### src/rtl/axil_rd_arbiter.sv
// Round-robin arbiter sharing one AXI4-lite read port (AR/R) among NUM_REQ requesters.
// One transaction outstanding at a time; the R beat is routed back to the AR winner.
module axil_rd_arbiter #(
  parameter int unsigned NUM_REQ = 2,
  parameter int unsigned ADDR_W  = 32,
  parameter int unsigned DATA_W  = 32,
  parameter int unsigned GID_W   = $clog2(NUM_REQ)
) (
  input  logic                        clk,
  input  logic                        rst,
  input  logic [NUM_REQ*ADDR_W-1:0]   s_ar_addr,
  input  logic [NUM_REQ-1:0]          s_ar_valid,
  output logic [NUM_REQ-1:0]          s_ar_ready,
  output logic [NUM_REQ*DATA_W-1:0]   s_r_data,
  output logic [NUM_REQ*2-1:0]        s_r_resp,
  output logic [NUM_REQ-1:0]          s_r_valid,
  input  logic [NUM_REQ-1:0]          s_r_ready,
  output logic [ADDR_W-1:0]           m_ar_addr,
  output logic                        m_ar_valid,
  input  logic                        m_ar_ready,
  input  logic [DATA_W-1:0]           m_r_data,
  input  logic [1:0]                  m_r_resp,
  input  logic                        m_r_valid,
  output logic                        m_r_ready,
  output logic                        busy,
  output logic [GID_W-1:0]            grant_id
);

  localparam int unsigned SUM_W = GID_W + 1;

  typedef enum logic [1:0] {
    IDLE = 2'd0,
    ADDR = 2'd1,
    DATA = 2'd2
  } state_e;

  state_e              state_q, state_d;
  logic [GID_W-1:0]    last_q, last_d;
  logic [GID_W-1:0]    grant_q, grant_d;
  logic [ADDR_W-1:0]   addr_q, addr_d;
  logic                arv_q, arv_d;

  logic [GID_W-1:0]    win;
  logic                any_valid;
  logic [SUM_W-1:0]    cand;
  logic [ADDR_W-1:0]   win_addr;
  logic [NUM_REQ-1:0]  s_ar_ready_c;
  logic [NUM_REQ-1:0]  s_r_valid_c;
  logic                m_r_ready_c;
  logic                gnt_r_ready;

  // Round-robin search from last+1; descending loop so the nearest candidate wins.
  always_comb begin
    win       = '0;
    any_valid = 1'b0;
    cand      = '0;
    for (int k = int'(NUM_REQ); k >= 1; k--) begin
      cand = SUM_W'({1'b0, last_q}) + SUM_W'(k);
      if (cand >= SUM_W'(NUM_REQ)) begin
        cand = cand - SUM_W'(NUM_REQ);
      end
      for (int j = 0; j < int'(NUM_REQ); j++) begin
        if ((cand == SUM_W'(j)) && s_ar_valid[j]) begin
          win       = GID_W'(j);
          any_valid = 1'b1;
        end
      end
    end
  end

  // Address mux and R-ready select by constant-index comparison.
  always_comb begin
    win_addr    = '0;
    gnt_r_ready = 1'b0;
    for (int j = 0; j < int'(NUM_REQ); j++) begin
      if (win == GID_W'(j)) begin
        win_addr = s_ar_addr[j*ADDR_W +: ADDR_W];
      end
      if (grant_q == GID_W'(j)) begin
        gnt_r_ready = s_r_ready[j];
      end
    end
  end

  always_ff @(posedge clk) begin
    if (rst) begin
      state_q <= IDLE;
      last_q  <= GID_W'(NUM_REQ - 1);
      grant_q <= '0;
      addr_q  <= '0;
      arv_q   <= 1'b0;
    end else begin
      state_q <= state_d;
      last_q  <= last_d;
      grant_q <= grant_d;
      addr_q  <= addr_d;
      arv_q   <= arv_d;
    end
  end

  always_comb begin
    state_d      = state_q;
    last_d       = last_q;
    grant_d      = grant_q;
    addr_d       = addr_q;
    arv_d        = arv_q;
    s_ar_ready_c = '0;
    s_r_valid_c  = '0;
    m_r_ready_c  = 1'b0;
    unique case (state_q)
      IDLE: begin
        if (any_valid) begin
          for (int j = 0; j < int'(NUM_REQ); j++) begin
            if (win == GID_W'(j)) begin
              s_ar_ready_c[j] = 1'b1;
            end
          end
          addr_d  = win_addr;
          grant_d = win;
          arv_d   = 1'b1;
          state_d = ADDR;
        end
      end
      ADDR: begin
        if (m_ar_ready) begin
          arv_d   = 1'b0;
          state_d = DATA;
        end
      end
      DATA: begin
        m_r_ready_c = gnt_r_ready;
        for (int j = 0; j < int'(NUM_REQ); j++) begin
          if (grant_q == GID_W'(j)) begin
            s_r_valid_c[j] = m_r_valid;
          end
        end
        if (m_r_valid && gnt_r_ready) begin
          last_d  = grant_q;
          state_d = IDLE;
        end
      end
      default: begin
        state_d = IDLE;
      end
    endcase
  end

  // Handshake outputs are held low while reset is asserted.
  assign s_ar_ready = rst ? '0 : s_ar_ready_c;
  assign s_r_valid  = rst ? '0 : s_r_valid_c;
  assign m_r_ready  = rst ? 1'b0 : m_r_ready_c;

  assign s_r_data   = {NUM_REQ{m_r_data}};
  assign s_r_resp   = {NUM_REQ{m_r_resp}};
  assign m_ar_addr  = addr_q;
  assign m_ar_valid = arv_q;
  assign busy       = (state_q != IDLE);
  assign grant_id   = grant_q;

endmodule

### config.mk
export PLATFORM = sky130hd
export DESIGN_NAME = axil_rd_arbiter
export DESIGN_NICKNAME = d
export VERILOG_FILES = /design/src/rtl/axil_rd_arbiter.sv
export SDC_FILE = /design/constraint.sdc
export NUM_CORES = 1
export LEC_CHECK = 0
export ABC_AREA = 1
export CAP_MARGIN = 20
export CORE_MARGIN = 5
export CORE_UTILIZATION = 31
export CTS_CLUSTER_DIAMETER = 50
export DETAILED_ROUTE_END_ITERATION = 6
export PLACE_DENSITY_LB_ADDON = 0.15
export SLEW_MARGIN = 25
export SYNTH_ARGS = -nofsm -noshare
export SYNTH_HDL_FRONTEND = slang
export SYNTH_SLANG_ARGS = --single-unit
### constraint.sdc
create_clock -name clk -period 1.4 [get_ports clk]
set_input_delay 0.35 -clock clk [delete_from_list [all_inputs] [get_ports clk]]
set_output_delay 0.35 -clock clk [all_outputs]
set_load 0.02 [all_outputs]
==> flow_summary.json, run 1 <==
{
  "cts-root-buf": "clkbuf_8",
  "n_fill_cell": 727,
  "syn_area_per_cell_um2": 7.19,
  "p_per_area_nw_per_um2": 921,
  "tightest_slew_ns": 0.523,
  "p_leak_nw": 1.65,
  "start_kind": "register",
  "ys.flop_type": "dfxtp_1",
  "power.total_mw": 3.35,
  "multi_input_area_um2": 1170,
  "arrival_ns": 1.25,
  "coreArea_um2": 7210,
  "cp_cell_sequence": "inv_2, buf_6, nand2_8, nor2_8, nand2_2, nor2_4, buf_6",
  "viasPerCell": 4.67,
  "intPower_mw": 2.29,
  "ir_worst_vdd_mv": 0.417,
  "period_share": 1.14,
  "worst_path_most_repeated_cell": "buf_6",
  "setup_ws_ns": -0.201,
  "ys_seq_area_frac": 0.326,
  "maxCapViolations": 0,
  "io_pins": 214,
  "synth_nets": 422,
  "p_comb_frac": 0.366,
  "synth_cell_types": 17,
  "cts_buffer_depth": 2,
  "yosysMostFrequentCell": "nand3_1",
  "critPathMaxFanout": 3,
  "p_sw_frac": 0.315,
  "yosysWarnings": 0,
  "critPathBufInv": 3,
  "finalSetupViolations": 8,
  "htree_levels": 2,
  "globalplace.congestion": 0.714,
  "drive_gt1_frac": 0.300,
  "ys_ff_latch": 37,
  "synth_top_area_share": 0.326,
  "cts.reportedPaths.clkPinSlew_ns": 0.08,
  "final_area_um2": 3630,
  "hold_violations": 0,
  "dp_slack_ns": -0.833,
  "synth_area_um2": 2270,
  "endpoint_kind": "output port",
  "drt_iter0_drc": 95,
  "grt.total_usage": 0.146,
  "hp-class": "reg2reg",
  "synthTopCellsByArea": "dfxtp_1 33%, buf_4 23%, nand3_1 17%",
  "antenna_found_initial": 0,
  "fin_skew_ns": 0.00884,
  "insertion_delay_ns": 0.29,
  "diodes": 0,
  "die_y_um": 95.6,
  "first_global_vias": 2221,
  "synthToLayoutAreaGrowth_pct": 59.9,
  "cts_hold_buf": 0,
  "async_flop_share": 0,
  "grt_pass1_wl_um": 10500,
  "fmax_mhz": 625,
  "antenna_left": 0,
  "synth_edf_count": 0,
  "utilization": 0.504,
  "power_frac_seq": 0.368,
  "crit_required_ns": 1.05,
  "rsz0062_at_grt": "yes",
  "dieArea_um2": 9150,
  "regArea_um2": 744,
  "rows": 31,
  "cpPeakStageDelay_ns": 0.33,
  "wl_per_cell_um": 15.1,
  "tns_ns": -0.894,
  "synth_top_area_cell": "dfxtp_1",
  "place_area_um2": 3150,
  "crit_family": "flip-flops",
  "io_buffer_count": 111,
  "grt_overflow_total": 0,
  "grt_max_degree": 64,
  "die_w_um": 95.6,
  "tritoncts": "yes",
  "final_nets": 483,
  "drc": 0,
  "drt_wl_total_um": 7210,
  "slew_headroom": 0.651,
  "start_util": 0.315,
  "synth_cells": 316,
  "criticalPathCategory": "reg2out",
  "fin_crit_ns": 1.60,
  "dpl.hpwl_um": 4820,
  "cpMaxStageDelayCell": "dfxtp_2",
  "drv_slew": 0,
  "clkPwrFrac": 0.267,
  "p_sw_mw": 1.05,
  "cts_inserted_buffers": 5,
  "yosys-top-cells-count": "76 x nand3_1, 70 x buf_4, 57 x nand2_1, 37 x dfxtp_1, 22 x nand4_1",
  "violations": "setup timing",
  "routed-via-count": 2225,
  "cts_sinks": 37,
  "first_pass_iters": 4,
  "status": "finished, violations left"
}
-- worst min-delay path: stages (launching register included) --
cell     delay, ns
dfxtp_1       0.31
nand2_1       0.06
a21oi_1       0.05
-- logic make-up (layout without fill, tap and decap cells) --
| kind of cell | Yosys count | after routing | share of synthesized area |
|---|---|---|---|
| AND/OR/NAND/NOR | 165 | 165 | 0.351 |
| buffers and inverters | 98 | 159 | 0.287 |
| flip-flops | 37 | 37 | 0.326 |
| AO/OA/AOI/OAI | 16 | 16 | 0.0363 |
-- path summary, 6_finish.rpt --
| kind | from | end | depth (start not counted) | slack [ns] |
|---|---|---|---|---|
| worst max register to register | state_q[1] | m_ar_addr[1] | 10 | -0.01 |
| worst max-delay path | state_q[1] | s_ar_ready[0] | 7 | -0.20 |
| worst min-delay path | m_ar_addr[31] | m_ar_addr[31] | 2 | 0.46 |
| worst min register to register | m_ar_addr[31] | m_ar_addr[31] | 2 | 0.46 |
-- per-stage QoR --
| stage | hold WS, ns | cells |
|---|---|---|
| finish | 0.459 | 476 |
| detailed placement | 0.455 | 460 |
| global route | 0.476 | 476 |
| CTS | 0.464 | 470 |
| global placement | 0.451 | 460 |
| floorplan | 0.429 | 316 |
-- cell usage in the layout (no fill, tap or decap), drive strengths merged --
| cell type | n |
|---|---|
| clkdlybuf4s15 | 2 |
| o31ai | 1 |
| nor3 | 2 |
| a21oi | 15 |
| bufinv | 1 |
| nand2 | 59 |
| buf | 37 |
| dlygate4sd2 | 34 |
| dfxtp | 37 |
| clkdlybuf4s50 | 67 |
| nor2 | 6 |
| inv | 7 |
| clkinv | 2 |
| nand4 | 22 |
| dlymetal6s2s | 1 |
| clkbuf | 8 |
| nand3 | 76 |
-- routing by layer --
layer / vias up / global-route usage / wire [um] / part of all wire
met5: - / 0 / 0 / 0
met4: 0 / 0.0723 / 208 / 0.029
met3: 30 / 0.0363 / 433 / 0.060
met2: 72 / 0.250 / 3600 / 0.50
met1: 1009 / 0.169 / 2960 / 0.41
li1: 1114 / - / - / -
-- area by class of cell --
| class | count | area share |
|---|---|---|
| clock buffer | 5 | 0.0189 |
| tap | 99 | 0.0341 |
| inverter | 8 | 0.0117 |
| sequential | 37 | 0.205 |
| multi-input combinational | 181 | 0.321 |
| clock inverter | 2 | 0.00964 |
| timing repair buffer | 144 | 0.400 |
-- sequential cells by signal (all words and copies together), names as in the netlist --
name and cells:
grant_id 1, last_q 1, m_ar_valid 1, m_ar_addr 32, state_q 2
-- power groups by stage --
| stage | clock network [mW] | logic [mW] | registers [mW] |
|---|---|---|---|
| after floorplan | 0 | 0.640 | 1.36 |
| after global placement | 0 | 1.07 | 1.24 |
| after detailed placement | 0 | 1.07 | 1.24 |
| after CTS | 0.926 | 1.05 | 1.22 |
| after global routing | 0.981 | 1.31 | 1.25 |
| final | 0.893 | 1.22 | 1.23 |
-- repair_timing --
item / 4_1_cts / 5_1_grt
pin swaps: 2 / 17
gates cloned: 0 / 3
setup buffers: 3 / 4
endpoints found under the hold margin: 0 / 0
gates resized for setup: 89 / 61
endpoints found under the setup margin: 75 / 40
No activity file was read; power rests on OpenSTA's default activity.
==> run 2: changes to the inputs <==
- CTS_CLUSTER_DIAMETER: 50 -> 120
- GPL_ROUTABILITY_DRIVEN: default -> 0
- RECOVER_POWER: default -> 25
==> results of run 2 <==
Same layout as run 1: the final DEF is identical, and so are final timing and power.
==> run 3: changes to the inputs <==
- GPL_ROUTABILITY_DRIVEN: 0 -> 1
==> results of run 3 <==
Same layout as run 1: the final DEF is identical, and so are final timing and power.
